--- src/rtl/csa_accum_sequencer.sv ---
// csa_accum_sequencer: modulo-2^WIDTH multi-operand adder that folds one operand per
// beat into a carry-save pair and resolves it with a single carry-propagate add.
module csa_accum_sequencer #(
    parameter int WIDTH   = 32,
    parameter int MAX_OPS = 7
) (
    input  logic             clk,
    input  logic             rst_n,
    input  logic             in_valid,
    output logic             in_ready,
    input  logic [WIDTH-1:0] in_data,
    input  logic             in_last,
    output logic             out_valid,
    input  logic             out_ready,
    output logic [WIDTH-1:0] out_sum,
    output logic [3:0]       out_count,
    output logic             out_err,
    output logic             busy
);
    typedef enum logic [1:0] {IDLE, ACCUM, RESOLVE, DONE} state_t;

    state_t           state_q, state_d;
    logic [WIDTH-1:0] s_q, s_d, c_q, c_d, sum_q, sum_d;
    logic [3:0]       cnt_q, cnt_d, count_q, count_d;
    logic             err_q, err_d;
    logic             accept;

    assign in_ready  = (state_q == IDLE) || (state_q == ACCUM);
    assign accept    = in_valid && in_ready;
    assign out_valid = state_q == DONE;
    assign busy      = state_q != IDLE;
    assign out_sum   = sum_q;
    assign out_count = count_q;
    assign out_err   = err_q;

    always_comb begin
        state_d = state_q;
        s_d     = s_q;
        c_d     = c_q;
        cnt_d   = cnt_q;
        sum_d   = sum_q;
        count_d = count_q;
        err_d   = err_q;
        case (state_q)
            IDLE: if (accept) begin
                s_d     = in_data;
                c_d     = '0;
                cnt_d   = 4'd1;
                err_d   = 1'b0;
                state_d = in_last ? RESOLVE : ACCUM;
            end
            ACCUM: if (accept) begin
                s_d   = s_q ^ c_q ^ in_data;
                c_d   = ((s_q & c_q) | (s_q & in_data) | (c_q & in_data)) << 1;
                cnt_d = cnt_q + 4'd1;
                // A packet reaching MAX_OPS without in_last is cut and flagged
                if (in_last || cnt_d == 4'(MAX_OPS)) begin
                    state_d = RESOLVE;
                    err_d   = ~in_last;
                end
            end
            RESOLVE: begin
                sum_d   = s_q + c_q;
                count_d = cnt_q;
                state_d = DONE;
            end
            DONE: state_d = out_ready ? IDLE : DONE;
            default: state_d = IDLE;
        endcase
    end

    always_ff @(posedge clk or negedge rst_n) begin
        if (!rst_n) begin
            state_q <= IDLE;
            s_q     <= '0;
            c_q     <= '0;
            cnt_q   <= '0;
            sum_q   <= '0;
            count_q <= '0;
            err_q   <= 1'b0;
        end else begin
            state_q <= state_d;
            s_q     <= s_d;
            c_q     <= c_d;
            cnt_q   <= cnt_d;
            sum_q   <= sum_d;
            count_q <= count_d;
            err_q   <= err_d;
        end
    end
endmodule
--- config.mk ---
export PLATFORM = sky130hd
export DESIGN_NAME = csa_accum_sequencer
export DESIGN_NICKNAME = d
export VERILOG_FILES = /design/src/rtl/csa_accum_sequencer.sv
export SDC_FILE = /design/constraint.sdc
export NUM_CORES = 1
export LEC_CHECK = 0
export ABC_AREA = 1
export CAP_MARGIN = 25
export CORE_MARGIN = 2
export CORE_UTILIZATION = 50
export CTS_BUF_LIST = sky130_fd_sc_hd__clkbuf_8 sky130_fd_sc_hd__clkbuf_16
export CTS_CLUSTER_DIAMETER = 40
export DETAILED_ROUTE_END_ITERATION = 8
export GPL_ROUTABILITY_DRIVEN = 0
export PLACE_DENSITY = 0.77
export SLEW_MARGIN = 15
export SYNTH_ARGS = -nofsm -noshare
export SYNTH_HDL_FRONTEND = slang
export SYNTH_SLANG_ARGS = --single-unit
--- constraint.sdc ---
create_clock -name clk -period 3.65 [get_ports clk]
set_clock_uncertainty 0.15 [all_clocks]
set_input_delay 0.5475 -clock clk [delete_from_list [all_inputs] [get_ports clk]]
set_output_delay 0.5475 -clock clk [all_outputs]
set_load 0.1 [all_outputs]
==> run summary <==
Counting every net in the synthesized netlist gives 1096. In the routed design, unresolved DRC markers number 0. Instance count after placement with tap cells included: 1233.

The library cell used most frequently in the layout, excluding fill and tap cells, is sky130_fd_sc_hd__nand2_1. The total area inside the core boundary comes to 0.0144 mm². Yosys printed 0 warnings. For the pin with the worst max-slew slack, the measured transition is 975 ps.

The worst hold path class is in -> async. The top cell types in the final layout, fill and taps aside, are 288 x sky130_fd_sc_hd__nand2_1, 199 x sky130_fd_sc_hd__inv_1, 106 x sky130_fd_sc_hd__dfrtp_1. The cell family contributing the most delay on the critical path is buffers and inverters.

The final count of pins violating max slew came out at 0. The number of hold-repair buffers added at the cts stage was 0; the clock insertion delay at the later pin of the skew report was 370 ps. The number of distinct standard cells referenced by the synthesized netlist came out at 32. The floorplan has 44 rows. The share of synthesized cell area in full adder, half adder and majority cells was 0.142; the sequential element share of the synthesized area was 0.363. The per-cell routed wire length is 14.0 µm.

The clock passes through at most 2 buffers. The detail route stage leaves a number of antenna-violating nets equal to 0. The tools report the global-route wire length before repair as 30400 µm. On the worst path, the slowest cell contributes a delay of 1150 ps. The area of the die is 0.0156 mm². For the total global-route track usage, the log shows 0.241. After clock tree synthesis, the repair step resized 0 gates. The synthesized design contains 106 register bits. For the final routed database, the setup TNS stands at 0 ps.

STA classifies the critical path startpoint as a flip-flop. The run finished with clean final reports. For the arrival time of data at the critical path endpoint, the log shows 1880 ps. Entering global routing, the biggest net connects 96 pins.

Counting cells, the worst reg-to-reg path comes to 6. The worst register-to-register path has a setup slack of 1070 ps. The run gives 0.506 as the starting density of the core. Max-cap violations in this run came to 0. CTS built an H-tree with a depth of 3.

STA classifies the critical path endpoint as an output port. The layout cell share with drive strength beyond 1 was 0.0385; the number of fill cells in the layout was 1351. 0 antenna diodes ended up in the layout.

The total via count after detailed routing came out at 6492. Critical path data required time: 2950 ps. The post-synthesis simple-gate area fraction is 0.239.

Number of buffers inserted during clock tree synthesis: 9. Area fraction in compound gates after synthesis: 0.115. In this run the critical register-to-register path is captured at s_q[28]. TritonCTS built the clock tree. The library cell contributing the largest single delay on the critical path is sky130_fd_sc_hd__clkdlybuf4s50_1. Critical register-to-register path startpoint: state_q[0]. The shortest clock period the worst path allows after layout was 2580 ps; the highest fanout seen on the critical path was 2.

The clock transition at the registers of the reported paths is 70 ps, and the peak clock frequency supported by timing is 0.388 GHz. Before antenna repair, the detailed router went through 5 iterations. Worst setup slack after placement: 1150 ps. The critical path goes through clkdlybuf4s50_1. After clock tree synthesis, the setup repair step added 0 buffers. The tools report the area of the mapped netlist as 0.00730 mm². The die is 125 µm wide.

After legalization and detailed placement, the total HPWL measured 13300 µm. The number of port buffers was 76; the iteration-0 DRC count of the detailed router was 433. The logs give 0 for the total congestion overflow and 0.348 for the worst relative slew slack.

The critical path is of the reg -> out type. The buffering stage count on the worst path with inverters included is 1, and the growth of design area from synthesis to finish is 16.5%. The tree is rooted in a sky130_fd_sc_hd__clkbuf_16. The run gives 995 as the synthesized instance count.

Number of endpoints with negative hold slack in the final report: 0. The post-synthesis xor/xnor area fraction is 0.0180, and the sink count of the clock tree is 106. Number of antenna violations at the first check in global routing: 0. In the post-route analysis, the smallest setup slack over all paths is 1070 ps. Summed over all layers, the routed wires come to 17500 µm. Total setup violations reported at the end of the flow: 0. Setup repair after global routing left no endpoint under its margin.

The number of nets in the finished design was 1161; the via count of the first global-routing pass was 6403. In the routed layout, each cell is associated on average with a via count of 5.20. 77 I/O pins were placed. The main combinational cell family by area after synthesis is simple AND/OR/NAND/NOR gates.

The post-synthesis mux area share works out to 0. A synthesized cell averages 7.34 µm². The share of the clock period used by the worst path after layout came out at 0.707. The number of standard cells in the layout, taps in and fillers out was 1249. The die is 125 µm tall.
[synthesized netlist by cell type (all sizes together)]
library cell	instances	area [µm²]
a21oi	28	140
o21bai	3	22.5
dfrtp	106	2650
nand3	51	260
xnor2	14	123
a31oi	1	6.26
fa	31	621
xor2	1	8.76
nand4	4	25.0
inv	205	772
o22ai	30	188
ha	33	413
o211ai	15	113
clkbuf	10	37.5
nor2	77	319
nand3b	4	30.0
and2	1	6.26
o21ai	72	364
nand2	290	1090
nor3	1	5.00
a21o	1	7.51
buf	16	90.1
or2	1	6.26
[through the flow]
stage | utilization | instance area, µm² | hold slack, ps
CTS | 0.590 | 8510 | 147
detailed placement | 0.568 | 8200 | 309
global placement | 0.568 | 8200 | 305
floorplan | - | 7300 | 102
global route | 0.590 | 8510 | 177
finish | 0.590 | 8510 | 98.5
[how the worst max path moves through the flow]
stage | from | endpoint | cells past startpoint
4_1_cts | out_sum[14] | out_sum[14] | 1
3_3_place_gp | in_valid | s_q[28] | 6
5_1_grt | state_q[0] | s_q[28] | 6
2_1_floorplan | state_q[1] | busy | 2
6_report | out_sum[14] | out_sum[14] | 1
3_5_place_dp | in_valid | s_q[28] | 6
[state kept, by name (all words and copies together), names as in the netlist]
| signal | flops |
|---|---|
| out_count | 4 |
| c_q | 31 |
| cnt_q | 4 |
| s_q | 32 |
| out_sum | 32 |
| out_err | 1 |
| state_q | 2 |
[area by class of cell]
type	count	area (µm²)	area share
well taps	184	230	0.0271
multi-input cells	658	3750	0.441
flip-flops and latches	106	2650	0.312
clock inverters	3	27.5	0.00324
inverters	205	772	0.0907
repair buffers	80	793	0.0932
clock buffers	13	280	0.0329
[routing by layer]
metal	wire, µm	vias to the layer above	track usage	part of all wire
li1	-	3209	-	-
met1	8220	3058	0.343	0.47
met2	7880	199	0.373	0.45
met3	939	26	0.0326	0.054
met4	477	0	0.100	0.027
met5	0	-	0	0
[cell families after synthesis]
family,count (synthesis)
buffers and inverters,231
adder cells (fa/ha/maj),64
AND/OR/NAND/NOR,429
flip-flops,106
XOR/XNOR,15
AO/OA/AOI/OAI,150
Power is not shown: default switching activity piles up to over one toggle a cycle in this logic, so the estimate is an artifact.
